## src/rtl/cic_comb_chain_if.sv

```systemverilog
// Valid/ready stream bundle for the CIC comb chain: sample input side
// and result output side.
interface cic_comb_chain_if #(
    parameter int IN_WIDTH  = 16,
    parameter int OUT_WIDTH = 19,
    parameter int CW        = 1
);
    logic                        in_valid;
    logic                        in_ready;
    logic signed [IN_WIDTH-1:0]  in_data;
    logic                        out_valid;
    logic                        out_ready;
    logic signed [OUT_WIDTH-1:0] out_data;
    logic [CW-1:0]               out_chan;

    modport master (
        output in_valid,
        output in_data,
        output out_ready,
        input  in_ready,
        input  out_valid,
        input  out_data,
        input  out_chan
    );

    modport slave (
        input  in_valid,
        input  in_data,
        input  out_ready,
        output in_ready,
        output out_valid,
        output out_data,
        output out_chan
    );
endinterface

```

## src/rtl/cic_comb_chain.sv

```systemverilog
// Multichannel CIC comb chain: STAGES cascaded y[n] = x[n] - x[n-M]
// sections, one register each, with a single global output stall.
module cic_comb_chain #(
    parameter int IN_WIDTH   = 16,
    parameter int STAGES     = 3,
    parameter int DIFF_DELAY = 1,
    parameter int CHANNELS   = 1,
    localparam int OUT_WIDTH = IN_WIDTH + STAGES,
    localparam int CW        = (CHANNELS > 1) ? $clog2(CHANNELS) : 1
) (
    input logic             clk,
    input logic             rst,
    input logic             clear,
    cic_comb_chain_if.slave s_if
);
    typedef logic signed [OUT_WIDTH-1:0] word_t;

    logic              flush;
    logic              stall;
    logic              in_fire;
    logic [CW-1:0]     tag_q, tag_d;
    logic [STAGES-1:0] v_q, v_d;
    word_t             d_q [STAGES];
    word_t             d_d [STAGES];
    logic [CW-1:0]     c_q [STAGES];
    logic [CW-1:0]     c_d [STAGES];
    word_t             h_q [STAGES][DIFF_DELAY][CHANNELS];
    word_t             h_d [STAGES][DIFF_DELAY][CHANNELS];

    word_t             x_in  [STAGES];
    word_t             x_old [STAGES];
    logic [STAGES-1:0] x_v;
    logic [CW-1:0]     x_c   [STAGES];

    assign flush   = rst | clear;
    assign stall   = v_q[STAGES-1] & ~s_if.out_ready;
    assign in_fire = s_if.in_valid & ~stall;

    assign s_if.in_ready  = ~stall;
    assign s_if.out_valid = v_q[STAGES-1];
    assign s_if.out_data  = d_q[STAGES-1];
    assign s_if.out_chan  = c_q[STAGES-1];

    always_comb begin : stage_src
        x_in[0] = {{STAGES{s_if.in_data[IN_WIDTH-1]}}, s_if.in_data};
        x_v[0]  = in_fire;
        x_c[0]  = tag_q;
        for (int k = 1; k < STAGES; k++) begin
            x_in[k] = d_q[k-1];
            x_v[k]  = v_q[k-1];
            x_c[k]  = c_q[k-1];
        end
    end

    // Oldest history word of the slot's own channel is the x[n-M] term.
    always_comb begin : hist_sel
        for (int k = 0; k < STAGES; k++) begin
            x_old[k] = '0;
            for (int c = 0; c < CHANNELS; c++) begin
                if (x_c[k] == CW'(c)) begin
                    x_old[k] = h_q[k][DIFF_DELAY-1][c];
                end
            end
        end
    end

    always_comb begin : next_state
        tag_d = tag_q;
        v_d   = v_q;
        d_d   = d_q;
        c_d   = c_q;
        h_d   = h_q;
        if (!stall) begin
            if (in_fire) begin
                tag_d = (tag_q == CW'(CHANNELS - 1)) ? '0 : tag_q + 1'b1;
            end
            for (int k = 0; k < STAGES; k++) begin
                v_d[k] = x_v[k];
                c_d[k] = x_c[k];
                if (x_v[k]) begin
                    d_d[k] = x_in[k] - x_old[k];
                    for (int c = 0; c < CHANNELS; c++) begin
                        if (x_c[k] == CW'(c)) begin
                            for (int m = DIFF_DELAY - 1; m > 0; m--) begin
                                h_d[k][m][c] = h_q[k][m-1][c];
                            end
                            h_d[k][0][c] = x_in[k];
                        end
                    end
                end
            end
        end
    end

    always_ff @(posedge clk) begin
        if (flush) begin
            tag_q <= '0;
            v_q   <= '0;
            d_q   <= '{default: '0};
            c_q   <= '{default: '0};
            h_q   <= '{default: '0};
        end else begin
            tag_q <= tag_d;
            v_q   <= v_d;
            d_q   <= d_d;
            c_q   <= c_d;
            h_q   <= h_d;
        end
    end
endmodule

```

## src/flat_wrapper.sv

```systemverilog
// flat-port wrapper written by rule: the top's interface ports become plain ports
module cic_comb_chain_flat 
#(
    parameter int IN_WIDTH   = 16,
    parameter int STAGES     = 3,
    parameter int DIFF_DELAY = 1,
    parameter int CHANNELS   = 1,
    localparam int OUT_WIDTH = IN_WIDTH + STAGES,
    localparam int CW        = (CHANNELS > 1) ? $clog2(CHANNELS) : 1
)
  (clk, rst, clear, s_if_in_valid, s_if_in_data, s_if_out_ready, s_if_in_ready, s_if_out_valid, s_if_out_data, s_if_out_chan);
  cic_comb_chain_if #(.IN_WIDTH(IN_WIDTH), .OUT_WIDTH(19), .CW(1)) s_if_i ();
  input logic clk;
  input logic rst;
  input logic clear;
  input wire logic [$bits(s_if_i.in_valid)-1:0] s_if_in_valid;
  input wire logic [$bits(s_if_i.in_data)-1:0] s_if_in_data;
  input wire logic [$bits(s_if_i.out_ready)-1:0] s_if_out_ready;
  output wire logic [$bits(s_if_i.in_ready)-1:0] s_if_in_ready;
  output wire logic [$bits(s_if_i.out_valid)-1:0] s_if_out_valid;
  output wire logic [$bits(s_if_i.out_data)-1:0] s_if_out_data;
  output wire logic [$bits(s_if_i.out_chan)-1:0] s_if_out_chan;
  assign s_if_i.in_valid = s_if_in_valid;
  assign s_if_i.in_data = s_if_in_data;
  assign s_if_i.out_ready = s_if_out_ready;
  assign s_if_in_ready = s_if_i.in_ready;
  assign s_if_out_valid = s_if_i.out_valid;
  assign s_if_out_data = s_if_i.out_data;
  assign s_if_out_chan = s_if_i.out_chan;
  cic_comb_chain #(.IN_WIDTH(IN_WIDTH), .STAGES(STAGES), .DIFF_DELAY(DIFF_DELAY), .CHANNELS(CHANNELS)) u_core (.clk(clk), .rst(rst), .clear(clear), .s_if(s_if_i));
endmodule
```

## config.mk

```make
export PLATFORM = sky130hd
export DESIGN_NAME = cic_comb_chain_flat
export DESIGN_NICKNAME = d
export VERILOG_FILES = /design/src/rtl/cic_comb_chain_if.sv /design/src/rtl/cic_comb_chain.sv /design/src/flat_wrapper.sv
export SDC_FILE = /design/constraint.sdc
export NUM_CORES = 1
export LEC_CHECK = 0
export CAP_MARGIN = 10
export CELL_PAD_IN_SITES_DETAIL_PLACEMENT = 0
export CELL_PAD_IN_SITES_GLOBAL_PLACEMENT = 1
export CORE_ASPECT_RATIO = 1.4
export CORE_MARGIN = 5
export CORE_UTILIZATION = 45
export DETAILED_ROUTE_END_ITERATION = 16
export GPL_TIMING_DRIVEN = 0
export PLACE_DENSITY_LB_ADDON = 0.1
export SLEW_MARGIN = 20
export SYNTH_ARGS = -nofsm -noshare
export SYNTH_HDL_FRONTEND = slang
export SYNTH_SLANG_ARGS = --single-unit
export TNS_END_PERCENT = 30
```

## constraint.sdc

```tcl
create_clock -name clk -period 6.1 [get_ports clk]
set_input_delay 0.915 -clock clk [delete_from_list [all_inputs] [get_ports clk]]
set_output_delay 0.915 -clock clk [all_outputs]
set_load 0.01 [all_outputs]
```

==> flow_metrics.env, run 1 <==
export IMPL_cp_num_buf_inv=3
export IMPL_slowest_delay_ns=0.57
export IMPL_reg2reg_from="u_core.d_q[38]"
export IMPL_total_power_mw=2.08
export IMPL_grt_pass1_wl_um=30700
export IMPL_numCtsBuffers=17
export IMPL_crit_arrival_ns=2.53
export IMPL_grt_setup_unrepaired="false"
export IMPL_wirelength_um=18900
export IMPL_p_leak_nw=3.14
export IMPL_postSynthAreaPerCell_um2=7.61
export IMPL_die_w_um=115
export IMPL_max_freq_mhz=290
export IMPL_io_buffers=41
export IMPL_area_growth_pct=17.7
export IMPL_synth_cell_type_count=72
export IMPL_drv_slew=0
export IMPL_rows=54
export IMPL_drtPass1Iterations=4
export IMPL_antenna_found_initial=0
export IMPL_layout_commonest_cell="nand2_1"
export IMPL_cts_setup_buffers=0
export IMPL_end_kind="output port"
export IMPL_clk_latency_ns=0.41
export IMPL_maxCapViolCount=0
export IMPL_critPathMostFrequentCell="clkdlybuf4s50_1"
export IMPL_htreeDepth=4
export IMPL_worstSetupPathType="input port to output port"
export IMPL_slew_headroom=0.422
export IMPL_synth_edf_count=0
export IMPL_status="complete, no violations"
export IMPL_overflow=0
export IMPL_place_congestion=0.923
export IMPL_clk_path_buf_depth=2
export IMPL_drive_gt1_frac=0.0727
export IMPL_regToRegSetupSlack_ns=3.44
export IMPL_reg2reg_depth=10
export IMPL_fin_crit_sh=0.566
export IMPL_initial_core_util=0.454
export IMPL_holdPathStages=2
export IMPL_detail_route_antenna_nets=0
export IMPL_routed_via_density=5.33
export IMPL_final_cell_mix="nand2_1 (167), dfxtp_1 (114), a21oi_1 (108), inv_1 (68), ha_1 (52)"
export IMPL_core_um2=15400
export IMPL_tns_ns=0
export IMPL_drc_errors=0
export IMPL_syn_area_um2=7000
export IMPL_fillers=1600
export IMPL_async_flop_share=0
export IMPL_ctsHoldBuffers=0
export IMPL_fp_dieH_um=158
export IMPL_tritoncts="yes"
export IMPL_cp_max_fo=7
export IMPL_synth_main_ff_cell="dfxtp_1"
export IMPL_drt_iter0_drc=226
export IMPL_die_area_um2=18200
export IMPL_synth_nets=995
export IMPL_worstMarginPinSlew_ns=0.864
export IMPL_cp_cell_sequence="clkdlybuf4s50_1, nor2b_1, clkinv_1, clkdlybuf4s50_1"
export IMPL_groute_usage_overall=0.218
export IMPL_grt_pass1_vias=6107
export IMPL_cp_required_ns=5.18
export IMPL_antenna_cells=0
export IMPL_hold_viol_final=0
export IMPL_cp_top_family="buffers and inverters"
export IMPL_synth_seq_cells=114
export IMPL_r2r_end="u_core.d_q[35]"
export IMPL_num_io_pins=43
export IMPL_path_clk_slew_ns=0.05
export IMPL_p_per_area_nw_per_um2=252
export IMPL_skew_ns=0.00541
export IMPL_ir_drop_mv=0.153
export IMPL_cpMaxStageDelayCell="clkdlybuf4s50_1"
export IMPL_grt_max_degree=17
export IMPL_synthCells=919
export IMPL_min_to="u_core.s_if.out_data[9]"
export IMPL_wire_per_inst_um=15.9
export IMPL_root_buffer="clkbuf_16"
export IMPL_startpoint_type="input port"
export IMPL_yosysWarnings=0
export IMPL_ys_seq_area_frac=0.326
export IMPL_nNetsFinal=1055
export IMPL_setup_violations=0
export IMPL_dp_hpwl_um=14700
export IMPL_clkSinkCount=114
export IMPL_cts_resized=0
export IMPL_hold_class="flip-flop to flip-flop"
export IMPL_vias=6330
export IMPL_final_min_clock_period_ns=3.45
export IMPL_hp_start="u_core.s_if.out_data[9]"
==> layer usage <==
| layer | GRT usage | share of wire | up-vias |
|---|---|---|---|
| li1 | - | - | 3348 |
| met3 | 0.0388 | 0.035 | 34 |
| met5 | 0 | 0 | - |
| met4 | 0.100 | 0.032 | 0 |
| met2 | 0.419 | 0.53 | 118 |
| met1 | 0.225 | 0.40 | 2830 |
==> area by class of cell <==
cell class | instances | area [um2] | share of cell area
Inverter | 69 | 259 | 0.0315
Buffer | 65 | 343 | 0.0416
Multi-Input combinational cell | 671 | 4110 | 0.499
Sequential cell | 114 | 2280 | 0.277
Clock buffer | 19 | 443 | 0.0538
Timing Repair Buffer | 41 | 410 | 0.0498
Clock inverter | 12 | 140 | 0.0170
Tap cell | 196 | 245 | 0.0298
==> synthesized netlist by cell type (3+ instances only) <==
cell type / instances / area [um2]
a2111o_1: 4 / 45.0
a211oi_1: 13 / 97.6
a21o_1: 21 / 158
a21oi_1: 108 / 541
a221oi_1: 3 / 26.3
a31oi_1: 10 / 62.6
and2_1: 8 / 50.1
and3_1: 9 / 56.3
buf_1: 3 / 11.3
buf_2: 7 / 35.0
buf_4: 20 / 150
clkbuf_1: 33 / 124
dfxtp_1: 114 / 2280
fa_1: 3 / 60.1
ha_1: 52 / 651
inv_1: 68 / 255
nand2_1: 167 / 627
nand2b_1: 3 / 18.8
nand3_1: 49 / 245
nand3b_1: 6 / 45.0
nand4_1: 12 / 75.1
nor2_1: 33 / 124
nor2b_1: 4 / 25.0
nor3_1: 19 / 95.1
o2111ai_1: 4 / 35.0
o211ai_1: 11 / 82.6
o21a_1: 13 / 97.6
o21ai_0: 30 / 150
o21ai_1: 5 / 25.0
o21bai_1: 3 / 22.5
o31ai_1: 5 / 37.5
or3_1: 9 / 56.3
or4_1: 4 / 30.0
xnor2_1: 14 / 123
xor2_1: 6 / 52.6
==> kinds of logic after synthesis <==
| kind of cell | share of synthesized area |
|---|---|
| flip-flops | 0.326 |
| AO/OA/AOI/OAI | 0.239 |
| adder cells (fa/ha/maj) | 0.102 |
| XOR/XNOR | 0.0250 |
| AND/OR/NAND/NOR | 0.219 |
| buffers and inverters | 0.0860 |
| multiplexers | 0.00286 |
| other | 0.000536 |
==> worst min-delay path: cells and delay by family, from the launching register on <==
kind | cells | cell delay, ns
AOI/OAI and AO/OA | 1 | 0.05
DFF | 1 | 0.30
and+or+nand+nor | 1 | 0.05
==> power breakdown <==
part | internal, mW | switching [mW] | total (mW)
Combinational | 0.127 | 0.191 | 0.317
Clock | 0.644 | 0.348 | 0.992
Sequential | 0.759 | 0.00927 | 0.768
Total | 1.53 | 0.548 | 2.08
==> state kept, by name (all words and copies together), names as in the netlist <==
signal,flops
u_core.d_q,38
u_core.s_if.out_data,19
u_core.v_q,3
u_core.h_q,54
==> how the worst max path moves through the flow <==
| stage | end | slack [ns] | cells after the start | startpoint |
|---|---|---|---|---|
| final | s_if_in_ready | 2.65 | 4 | s_if_out_ready |
| after global placement | u_core.d_q[53] | 2.57 | 6 | clear |
| after floorplan | u_core.d_q[50] | 3.46 | 10 | s_if_in_data[0] |
| after detailed placement | u_core.h_q[41] | 2.56 | 6 | rst |
| after CTS | s_if_in_ready | 2.67 | 4 | s_if_out_ready |
| after global routing | s_if_in_ready | 2.56 | 4 | s_if_out_ready |
==> stage by stage <==
stage	hold WS (ns)	setup slack, ns	cells	cell area [um2]	utilization
floorplan	0.432	3.46	919	7000	-
global placement	0.440	2.57	1156	7650	0.497
detailed placement	0.445	2.56	1156	7650	0.497
CTS	0.452	2.67	1187	8230	0.535
global route	0.470	2.56	1187	8230	0.535
finish	0.451	2.65	1187	8230	0.535
Note: power is estimated with default switching activity, not from simulation.
==> run 2: changes to the inputs <==
==> constraint.sdc (replaced) <==
create_clock -name clk -period 3.3 [get_ports clk]
set_input_delay 0.495 -clock clk [delete_from_list [all_inputs] [get_ports clk]]
set_output_delay 0.495 -clock clk [all_outputs]
set_load 0.01 [all_outputs]
==> results of run 2 <==
Same layout as run 1 (identical final DEF). Status: complete, no violations.
Among the figures that moved: setup slack after placement 2.56 ns -> 0.177 ns; setup slack after layout 2.65 ns -> 0.635 ns; start point of the critical path s_if_out_ready -> clear; end point of the critical path s_if_in_ready -> u_core.d_q[33]; register-to-register setup slack 3.44 ns -> 0.64 ns; total power 2.08 mW -> 3.84 mW; worst IR drop on VDD 0.153 mV -> 0.283 mV
==> run 3: changes to the inputs <==
==> constraint.sdc (replaced) <==
create_clock -name clk -period 2.6 [get_ports clk]
set_input_delay 0.39 -clock clk [delete_from_list [all_inputs] [get_ports clk]]
set_output_delay 0.39 -clock clk [all_outputs]
set_load 0.01 [all_outputs]
==> run 3 against run 2 <==
Net effect: combinational power rose by 28%; setup slack worse by 0.60 ns; clock-buffer cell count did not move; utilization increased by 0.13 points; via count up 0.39%; global-route usage unchanged.
==> flow_metrics.env, run 3 (synthesis gave the netlist of run 1 again) <==
export IMPL_status="complete, no violations"
export IMPL_antenna_cells=0
export IMPL_end_kind="flip-flop"
export IMPL_p_sw_mw=1.29
export IMPL_fillers=1601
export IMPL_fin_crit_sh=0.986
export IMPL_grt_setup_unrepaired="true"
export IMPL_overflow=0
export IMPL_crit_arrival_ns=2.83
export IMPL_pwr_share_seq=0.369
export IMPL_pwr_share_comb=0.153
export IMPL_cts_setup_buffers=0
export IMPL_drv_slew=0
export IMPL_post_place_ws_ns=-0.418
export IMPL_drive_gt1_frac=0.0767
export IMPL_groute_usage_overall=0.218
export IMPL_die_w_um=115
export IMPL_tritoncts="yes"
export IMPL_rows=54
export IMPL_clk_path_buf_depth=2
export IMPL_fin_ws_ns=0.0372
export IMPL_clk_latency_ns=0.41
export IMPL_max_freq_mhz=390
export IMPL_worstSetupPathType="input port to flip-flop"
export IMPL_core_um2=15400
export IMPL_num_io_pins=43
export IMPL_dp_hpwl_um=14700
export IMPL_cp_required_ns=2.87
export IMPL_tns_ns=0
export IMPL_detail_route_antenna_nets=0
export IMPL_ir_drop_mv=0.360
export IMPL_slew_headroom=0.485
export IMPL_htreeDepth=4
export IMPL_hold_class="flip-flop to flip-flop"
export IMPL_clock_power_share=0.477
export IMPL_total_power_mw=4.88
export IMPL_largest_register="u_core.h_q"
export IMPL_cp_max_fo=10
export IMPL_final_min_clock_period_ns=2.56
export IMPL_drt_iter0_drc=245
export IMPL_layout_commonest_cell="nand2_1"
export IMPL_drtPass1Iterations=5
export IMPL_fp_dieH_um=158
export IMPL_grt_pass1_wl_um=30700
export IMPL_grt_pass1_vias=6107
export IMPL_startpoint_type="input port"
export IMPL_area_growth_pct=18.0
export IMPL_grt_max_degree=17
export IMPL_die_area_um2=18200
export IMPL_initial_core_util=0.454
export IMPL_final_cell_mix="nand2_1 (167), dfxtp_1 (114), a21oi_1 (108), inv_1 (68), ha_1 (52)"
export IMPL_vias=6355
export IMPL_largest_reg_flops=54
export IMPL_switching_share=0.264
export IMPL_root_buffer="clkbuf_16"
export IMPL_ctsHoldBuffers=0
export IMPL_numCtsBuffers=17
export IMPL_wirelength_um=18900
export IMPL_path_clk_slew_ns=0.05
export IMPL_worstMarginPinSlew_ns=0.772
export IMPL_maxCapViolCount=0
export IMPL_io_buffers=41
export IMPL_antenna_found_initial=0
export IMPL_setup_violations=0
export IMPL_place_congestion=0.923
export IMPL_fin_hold_ws_ns=0.451
export IMPL_p_per_area_nw_per_um2=591
export IMPL_wire_per_inst_um=15.9
export IMPL_p_int_mw=3.59
export IMPL_skew_ns=0.00484
export IMPL_clkSinkCount=114
export IMPL_hold_viol_final=0
export IMPL_drc_errors=0
export IMPL_routed_via_density=5.35
export IMPL_p_leak_nw=3.15
export IMPL_nNetsFinal=1055
## run 3: critical path: stages
cell and delay [ns]:
clkdlybuf4s50_1 0.49, or2_2 0.16, clkbuf_1 0.50, clkbuf_1 0.59, clkbuf_1 0.57, nor2_1 0.12
## run 3: final timing paths
check	cells past startpoint	from	to	slack (ns)
setup / recovery	6	clear	u_core.v_q[2]	0.04
hold reg to reg	2	u_core.s_if.out_data[9]	u_core.s_if.out_data[9]	0.45
hold / removal	2	u_core.s_if.out_data[9]	u_core.s_if.out_data[9]	0.45
setup reg to reg	10	u_core.d_q[38]	u_core.d_q[35]	0.12
## run 3: per-stage QoR
step	cell area, um2	utilization	instances
final	8250	0.536	1187
after global routing	8250	0.536	1187
after CTS	8240	0.535	1187
after detailed placement	7650	0.497	1156
after global placement	7650	0.497	1156
after floorplan	7000	-	919
## run 3: what timing repair did
| item | 4_1_cts | 5_1_grt |
|---|---|---|
| setup endpoints to repair | 1 | 39 |
| pin swaps | 0 | 1 |
| gates resized for setup | 1 | 5 |
## run 3: power by group through the flow
stage / combinational [mW] / clock [mW] / sequential, mW
2_1_floorplan: 0.531 / 0 / 1.83
3_3_place_gp: 0.737 / 0 / 1.84
3_5_place_dp: 0.739 / 0 / 1.84
4_1_cts: 0.746 / 2.37 / 1.80
5_1_grt: 0.830 / 2.45 / 1.81
6_report: 0.748 / 2.33 / 1.80
## run 3: area by class of cell
| class | count | area (um2) | area share |
|---|---|---|---|
| Multi-Input combinational cell | 671 | 4130 | 0.500 |
| Clock buffer | 19 | 443 | 0.0537 |
| Sequential cell | 114 | 2280 | 0.276 |
| Tap cell | 196 | 245 | 0.0297 |
| Inverter | 69 | 259 | 0.0314 |
| Timing Repair Buffer | 41 | 410 | 0.0497 |
| Clock inverter | 12 | 140 | 0.0170 |
| Buffer | 65 | 344 | 0.0417 |
## run 3: metal layers
layer / routed length (um) / track usage / vias to the layer above
li1: - / - / 3342
met3: 572 / 0.0388 / 35
met1: 7650 / 0.225 / 2858
met5: 0 / 0 / -
met2: 10100 / 0.419 / 120
met4: 595 / 0.100 / 0
